--- src/rtl/muldiv_pkg.sv ---
// ============================================================================
// muldiv_pkg : shared op codes, sequencer state encoding, default latencies
// Revision   : 1.0
// ============================================================================
`default_nettype none

package muldiv_pkg;

  // Op codes shared with the multiply/divide unit
  localparam logic [1:0] OP_NONE = 2'd0;
  localparam logic [1:0] OP_DIV  = 2'd1;
  localparam logic [1:0] OP_MULT = 2'd2;

  localparam int MULT_LAT_DEF = 34;
  localparam int DIV_LAT_DEF  = 34;
  localparam int CNT_W_DEF    = 6;

  typedef enum logic [1:0] {
    ST_IDLE = 2'd0,
    ST_RUN  = 2'd1,
    ST_CAPT = 2'd2
  } state_t;

endpackage

`default_nettype wire

--- src/rtl/muldiv_sequencer_hilo_regs.sv ---
// ============================================================================
// hilo_regs : architectural HI/LO with result capture and MTHI/MTLO writes
// Revision  : 1.0
// ============================================================================
`default_nettype none

module hilo_regs (
  input  logic        clk,
  input  logic        reset,
  input  logic        cap_en,
  input  logic [31:0] hi_cap,
  input  logic [31:0] lo_cap,
  input  logic        hi_we,
  input  logic        lo_we,
  input  logic [31:0] wdata,
  output logic [31:0] hi,
  output logic [31:0] lo
);

  logic [31:0] r_hi;
  logic [31:0] r_lo;

  // Capture and MT writes are mutually exclusive by construction in the sequencer
  always_ff @(posedge clk or posedge reset) begin
    if (reset) begin
      r_hi <= 32'd0;
      r_lo <= 32'd0;
    end else if (cap_en) begin
      r_hi <= hi_cap;
      r_lo <= lo_cap;
    end else begin
      if (hi_we) r_hi <= wdata;
      if (lo_we) r_lo <= wdata;
    end
  end

  assign hi = r_hi;
  assign lo = r_lo;

endmodule

`default_nettype wire

--- src/rtl/muldiv_sequencer.sv ---
// ============================================================================
// muldiv_sequencer : sequences multi-cycle MULT/DIV and owns architectural HI/LO
// Revision         : 1.0
// ============================================================================
`default_nettype none

module muldiv_sequencer
  import muldiv_pkg::*;
#(
  parameter int MULT_LAT = MULT_LAT_DEF,
  parameter int DIV_LAT  = DIV_LAT_DEF,
  parameter int CNT_W    = CNT_W_DEF
) (
  input  logic        clk,
  input  logic        reset,
  input  logic        start,
  input  logic [1:0]  op_sel,
  input  logic [31:0] a_in,
  input  logic [31:0] b_in,
  output logic [1:0]  controle,
  output logic [31:0] op_a,
  output logic [31:0] op_b,
  input  logic [31:0] hi_in,
  input  logic [31:0] lo_in,
  input  logic        div0_in,
  input  logic        hi_we,
  input  logic        lo_we,
  input  logic [31:0] wdata,
  output logic        busy,
  output logic        done,
  output logic        div0_exc,
  output logic [31:0] HI,
  output logic [31:0] LO
);

  localparam logic [CNT_W-1:0] c_mult_last = CNT_W'(MULT_LAT - 1);
  localparam logic [CNT_W-1:0] c_div_last  = CNT_W'(DIV_LAT - 1);

  state_t           r_state, w_state_nxt;
  logic [CNT_W-1:0] r_cnt, w_cnt_nxt;
  logic [1:0]       r_ctrl, w_ctrl_nxt;
  logic [31:0]      r_op_a, w_op_a_nxt;
  logic [31:0]      r_op_b, w_op_b_nxt;
  logic             r_done, w_done_nxt;
  logic             r_div0, w_div0_nxt;
  logic             w_cap_en;
  logic             w_idle;
  logic             w_div0_hit;
  logic [CNT_W-1:0] w_last;

  assign w_idle     = (r_state == ST_IDLE);
  assign w_div0_hit = (r_ctrl == OP_DIV) && div0_in;
  assign w_last     = (r_ctrl == OP_DIV) ? c_div_last : c_mult_last;

  always_ff @(posedge clk or posedge reset) begin
    if (reset) begin
      r_state <= ST_IDLE;
      r_cnt   <= '0;
      r_ctrl  <= OP_NONE;
      r_op_a  <= 32'd0;
      r_op_b  <= 32'd0;
      r_done  <= 1'b0;
      r_div0  <= 1'b0;
    end else begin
      r_state <= w_state_nxt;
      r_cnt   <= w_cnt_nxt;
      r_ctrl  <= w_ctrl_nxt;
      r_op_a  <= w_op_a_nxt;
      r_op_b  <= w_op_b_nxt;
      r_done  <= w_done_nxt;
      r_div0  <= w_div0_nxt;
    end
  end

  always_comb begin
    w_state_nxt = r_state;
    w_cnt_nxt   = r_cnt;
    w_ctrl_nxt  = r_ctrl;
    w_op_a_nxt  = r_op_a;
    w_op_b_nxt  = r_op_b;
    w_done_nxt  = 1'b0;
    w_div0_nxt  = 1'b0;
    w_cap_en    = 1'b0;
    case (r_state)
      ST_IDLE: begin
        if (start && (op_sel == OP_DIV || op_sel == OP_MULT)) begin
          w_op_a_nxt  = a_in;
          w_op_b_nxt  = b_in;
          w_ctrl_nxt  = op_sel;
          w_cnt_nxt   = '0;
          w_state_nxt = ST_RUN;
        end
      end
      ST_RUN: begin
        if (w_div0_hit) begin
          w_ctrl_nxt  = OP_NONE;
          w_div0_nxt  = 1'b1;
          w_cnt_nxt   = '0;
          w_state_nxt = ST_IDLE;
        end else if (r_cnt == w_last) begin
          w_state_nxt = ST_CAPT;
        end else begin
          w_cnt_nxt = r_cnt + 1'b1;
        end
      end
      ST_CAPT: begin
        // A late divide-by-zero still wins over the capture
        w_ctrl_nxt  = OP_NONE;
        w_cnt_nxt   = '0;
        w_state_nxt = ST_IDLE;
        if (w_div0_hit) begin
          w_div0_nxt = 1'b1;
        end else begin
          w_cap_en   = 1'b1;
          w_done_nxt = 1'b1;
        end
      end
      default: begin
        w_state_nxt = ST_IDLE;
        w_ctrl_nxt  = OP_NONE;
        w_cnt_nxt   = '0;
      end
    endcase
  end

  hilo_regs u_hilo_regs (
    .clk    (clk),
    .reset  (reset),
    .cap_en (w_cap_en),
    .hi_cap (hi_in),
    .lo_cap (lo_in),
    .hi_we  (hi_we && w_idle),
    .lo_we  (lo_we && w_idle),
    .wdata  (wdata),
    .hi     (HI),
    .lo     (LO)
  );

  assign controle = r_ctrl;
  assign op_a     = r_op_a;
  assign op_b     = r_op_b;
  assign busy     = !w_idle;
  assign done     = r_done;
  assign div0_exc = r_div0;

endmodule

`default_nettype wire

--- config.mk ---
export PLATFORM = sky130hd
export DESIGN_NAME = muldiv_sequencer
export DESIGN_NICKNAME = d
export VERILOG_FILES = /design/src/rtl/muldiv_pkg.sv /design/src/rtl/muldiv_sequencer_hilo_regs.sv /design/src/rtl/muldiv_sequencer.sv
export SDC_FILE = /design/constraint.sdc
export NUM_CORES = 1
export LEC_CHECK = 0
export ABC_CLOCK_PERIOD_IN_PS = 3300
export BUFFER_PORTS_ARGS = -buffer_cell sky130_fd_sc_hd__buf_4
export CORE_MARGIN = 2
export CORE_UTILIZATION = 45
export DETAILED_ROUTE_END_ITERATION = 8
export PLACE_DENSITY = 0.79
export SLEW_MARGIN = 15
export SYNTH_ARGS = -nofsm -noshare
export SYNTH_HDL_FRONTEND = slang
export SYNTH_HIERARCHICAL = 1
export SYNTH_SLANG_ARGS = --single-unit
--- constraint.sdc ---
create_clock -name clk -period 3.3 [get_ports clk]
set_input_delay 0.495 -clock clk [delete_from_list [all_inputs] [get_ports clk]]
set_output_delay 0.495 -clock clk [all_outputs]
set_load 0.1 [all_outputs]
=== Yosys cells after proc, flatten, opt, wreduce, memory -nomap -nowiden ===
Index checks and enable logic that the tools add are counted.

* Output and inout port bits: 133
* Logic and storage cells: 53
* Bits in registers: 140

* Reduce and logical (&&, ||, !) cells: 14
* $add $sub $neg: 1
* Eq/ne operators: 10
* Mux-type cells: 19

{| class="wikitable"
|+ Operator list
! cell !! number
|-
| 32-bit two-way mux || 4
|-
| 6-bit two-way mux || 3
|-
| 6-bit one-hot mux with 2 select lines || 1
|-
| 2-bit two-way mux || 5
|-
| 2-bit one-hot mux with 2 select lines || 2
|-
| 2-bit AND reduction || 4
|-
| 6-bit by 1-bit adder with 6-bit output (second input constant) || 1
|-
| 2-bit by 1-bit == test with 1-bit output (second input constant) || 3
|-
| 6-bit == test (second input constant) || 1
|-
| 3-bit != test (second input constant) || 2
|-
| 2-bit == test (second input constant) || 2
|-
| 1-bit logical AND || 4
|-
| 1-bit two-way mux || 4
|-
| 2-bit nonzero test || 2
|-
| 2-bit logical NOT || 1
|-
| 2-bit by 1-bit != test with 1-bit output (second input constant) || 1
|-
| 2-bit != test (second input constant) || 1
|-
| 2-bit OR reduction || 1
|-
| 1-bit logical NOT || 1
|-
| 1-bit logical OR || 1
|}

=== Longest topological paths before layout ===
* Word-level depth: 5
* Depth in mapped cells: 7
* Gate-level depth less buffers: 6

=== Modules after synthesis ===
The synthesis kept the hierarchy.

{| class="wikitable"
|+ By module, submodules not included
! module !! area an instance (µm²) !! cells an instance !! times used !! sequential area each (µm²)
|-
| muldiv_sequencer || 3036.7 || 201 || 1 || 1901.8
|-
| hilo_regs || 3019.1 || 279 || 1 || 1601.5
|}

=== Worst setup path after synthesis ===
Ideal clock, no wire load.

* Kind: flip-flop to flip-flop
* Start: reg r_state[0]
* End: reg r_op_a[0], in the netlist op_a[0]
* Required time: 3.175 ns
* Library setup time: 0.125 ns
* Cell stages (with the launch flop): 8
* Clock period less this slack: 2.193 ns
* Setup slack: 1.107 ns
* Arrival time: 2.067 ns
* Path through: dfrtp_1 -> inv_1 -> ha_1 -> inv_1 -> nor3_2 -> buf_6 -> buf_4 -> mux2_2

* Longest elaborated chain between the ends: 2

{| class="wikitable"
|+ RTL lines
! item !! RTL line !! source
|-
| from (decl) || muldiv_sequencer.sv:39 || <nowiki>state_t r_state, w_state_nxt;</nowiki>
|-
| from (signal assigned) || muldiv_sequencer.sv:65 || <nowiki>r_state <= w_state_nxt;</nowiki>
|-
| 2-bit logical NOT || muldiv_sequencer.sv:84 || <nowiki>case (r_state)</nowiki>
|-
| 2-bit AND reduction (no source line) || -- ||
|-
| to (signal assigned) || muldiv_sequencer.sv:68 || <nowiki>r_op_a <= w_op_a_nxt;</nowiki>
|-
| to (decl) || muldiv_sequencer.sv:42 || <nowiki>logic [31:0] r_op_a, w_op_a_nxt;</nowiki>
|}

Every way passes these cells.
A chain may end at the register's enable or synchronous reset.

=== Worst setup path after layout ===
* Start: reg r_state[1]
* End: reg u_hilo_regs.r_hi[12], in the netlist u_hilo_regs/hi[12]

* Longest elaborated chain between the ends: 3
* Elaborated cells between the ends (all ways): 6
* Classes of those cells: eq/ne: 1; mux: 2; reduce/logical: 3

{| class="wikitable"
|+ RTL lines
! item !! RTL line !! source
|-
| 2-bit == test or 2-bit logical NOT (tied branches) || muldiv_sequencer.sv:84, muldiv_sequencer.sv:51 ||
|-
| 1-bit two-way mux or 1-bit logical AND (tied branches) || muldiv_sequencer.sv:84, muldiv_sequencer.sv:132 ||
|-
| 32-bit two-way mux or 2-bit nonzero test (tied branches) || -- ||
|-
| to (signal assigned) || muldiv_sequencer_hilo_regs.sv:29 || <nowiki>r_hi <= hi_cap;</nowiki>
|-
| to (signal assigned) || muldiv_sequencer_hilo_regs.sv:32 || <nowiki>if (hi_we) r_hi <= wdata;</nowiki>
|-
| to (decl) || muldiv_sequencer_hilo_regs.sv:20 || <nowiki>logic [31:0] r_hi;</nowiki>
|}

Several ways; a longest one is shown, not always the timed one.

==> summary.md <==
| Metric | Value |
|---|---|
| # rows | between 40 and 50 |
| Actual slew at the worst max-slew pin | ~0.88 ns |
| Root buf cell | clkbuf_16 |
| TritonCTS Buffers | 17 |
| Period utilization | 65.7% |
| RD Place Congestion | 0.837 |
| CTS tree | built |
| Clock buffer depth | 2 |
| Largest net degree at the start of global routing | 83 |
| DP HPWL | 12900 µm |
| RSZ-0062 raised after global routing | no |
| CORE AREA | around 13000 µm² |
| Critical path required time | between 3 and 4 ns |
| Post-Syn Instances | 480 |
| Yosys cell types | 32 |
| I/O Buffers | 300 |
| Area grow syn2layout | 49.5% |
| Clock Latency Late Sink | 0.42 ns |
| Top post-synthesis cells by area | dfrtp_1, mux2_2, mux2i_1, o21ai_1, nand2_1 |
| DRC | 0 |
| Setup Viol. Count Final | 0 |
| All-Layer GR Usage | 24.0% |
| Synthesized area | 6060 µm² |
| Proportion of layout cells with a drive suffix above 1 | 52.0% |
| Minimum clock period | 2.17 ns |
| Clock Sinks | 140 |
| Fin Hold WS | 0.183 ns |
| Crit-path slowest cell | and2_2 |
| Worst Path Max Fanout | 18 |
| #FFs+latches synth | 140 |
| Initial antenna violation count | 0 |
| Layout Cells excl Fill | between 900 and 1000 |
| Starting DRT DRC Count | 274 |
| FF-to-FF path depth | 6 |
| First-pass DRT Iterations | 4 |
| Vias in the first global route | 5112 |
| Slack of the critical path | ~1.1 ns |
| Avg Cell Area, Syn | 12.6 µm² |
| Top cell type's share of synthesized area | 57.9% |
| Remaining antenna violation count after routing | 0 |
| CP Capture Type | flop |
| Post-DR vias/cell | 5.07 |
| Fmax | approximately 460 MHz |
| H-tree levels | 4 |
| Hold WC Path Type | in2async |
| Setup TNS Final | 0 ns |
| WL final | approximately 17000 µm |
| Fillcell total | 954 |
| CP Depth | 6 |
| Final hold vios | 0 |
| Met2 global-route usage | 39.9% |
| GRT Max-Usage Layer | met2 |
| PostCTS Resize Cnt | 0 |
| CP arrival | 2.45 ns |
| Max incr delay on CP | 0.48 ns |
| Starting Density | a little under half |
| GR Util met1 | 27.5% |
| Grt ovf | 0 |
| DR vias | 4890 |
| Critical path cell sequence | inv_1, ha_1, and2_2, buf_4, mux2i_1, o21ai_1 |
| Status | complete, no violations |
| Critical path class | reg2reg |
| GR Util met3 | 9.13% |
| DP Worst Slack | roughly 1.1 ns |
| First-pass GRT wire length | 26600 µm |
| Yosys top cell by area | dfrtp_1 |
| Register area share after synthesis | just under 60% |
| Nets | between 900 and 1000 |
| Die span in x | 120 µm |
| Io pins | ~300 |
| Kind of cell adding the most delay to the critical path | buffers and inverters |
| Syn. warnings | 6 |
| Die ar. | 14400 µm² |
| Postcts setup bufs | 0 |
| Layout Skew | between 0.005 and 0.006 ns |
| Routed length per instance | 17.8 µm |
| Syn Nets | 654 |
| Antenna diodes | 0 |
| Buf+Inv Stages, Crit Path | 2 |
| Reg-to-reg slack, setup | 1.13 ns |
| Max_slew headroom | 41.2% |
| CTS clk-pin slew, worst paths | 0.06 ns |
| CTS Hold Bufs | 0 |
| Die height | ~120 µm |
| Final Max Tran Viols | 0 |
| Placed cells | a little over 900 |
| Max Cap Viol | 0 |
| CP Launch Type | flop |
## cells in the mapped netlist
cell and number:
nand2_1 69, o22ai_1 1, or3_1 1, xnor2_1 1, nand3b_1 1, o2bb2ai_1 1, a31oi_1 1, nand3_1 4
o21ai_1 61, buf_6 3, o21a_1 1, and3_1 1, a21oi_1 2, nor3_2 1, nor4_1 1, dfrtp_1 140
buf_12 6, a32o_1 2, nand2b_1 1, buf_2 17, and2_1 3, a22o_1 1, or4_1 2, nand4_1 2
o21ai_0 7, nor3b_1 1, inv_1 8, nor2_1 1, mux2_2 65, ha_1 6, buf_4 4, mux2i_1 65
## registers in the layout, summed over array words and instances, names as in the netlist
name            cells
op_a               32
u_hilo_regs/lo     32
div0_exc            1
u_hilo_regs/hi     32
r_cnt               6
done                1
op_b               32
controle            2
r_state             2
## per-stage QoR
stage	util, %	area [µm²]
after global routing	68.6	9050
final	68.6	9050
after floorplan	-	6060
after global placement	63.4	8360
after detailed placement	63.4	8360
after CTS	68.6	9050
## cells by family (layout without fill, tap and decap cells)
group           Yosys count  after routing  share of synthesized area [%]
fa+ha+maj                 6              6                           1.24
simple gates             88             88                           6.26
mux                     130            130                           22.8
xor+xnor                  1              1                          0.145
buf+inv                  38            347                           4.94
flops                   140            140                           57.9
compound gates           77             77                           6.74
## placed cells by master (no fill, tap or decap), types with 7 or more instances in the layout
cell / count
o21ai_1: 61
o21ai_0: 7
nand2_1: 69
dfrtp_1: 140
mux2_2: 65
buf_4: 304
clkbuf_16: 17
mux2i_1: 65
## metal layers
metal / routed length, µm / part of all wire [%] / up-vias
met5: 0 / 0 / -
met4: 511 / 3.0 / 0
met3: 1780 / 10 / 38
met2: 8510 / 50 / 243
met1: 6340 / 37 / 2349
li1: - / - / 2260
## worst reg2reg max path: stages (launching register included)
cell	delay, ns
dfrtp_1	0.40
inv_1	0.12
ha_1	0.24
and2_2	0.48
buf_4	0.42
mux2i_1	0.29
o21ai_1	0.09
## path summary, 6_finish.rpt
path                       startpoint                 end
max                        r_state[1]  u_hilo_regs/hi[12]
min                             reset            op_a[19]
max reg2reg                r_state[1]  u_hilo_regs/hi[12]
min reg2reg                   op_b[6]             op_b[6]
max in group asynchronous       reset  u_hilo_regs/lo[28]
min in group clk            lo_in[15]  u_hilo_regs/lo[15]
## final cells by class
| type | instances | area [µm²] | share of cell area, % |
|---|---|---|---|
| flip-flops and latches | 140 | 3500 | 38.7 |
| repair buffers | 307 | 2340 | 25.9 |
| multi-input cells | 302 | 2260 | 25.0 |
| clock buffers | 21 | 480 | 5.31 |
| well taps | 176 | 220 | 2.43 |
| clock inverters | 11 | 211 | 2.34 |
| inverters | 8 | 31.3 | 0.345 |
Power is not shown: default switching activity piles up to over one toggle a cycle in this logic, so the estimate is an artifact.
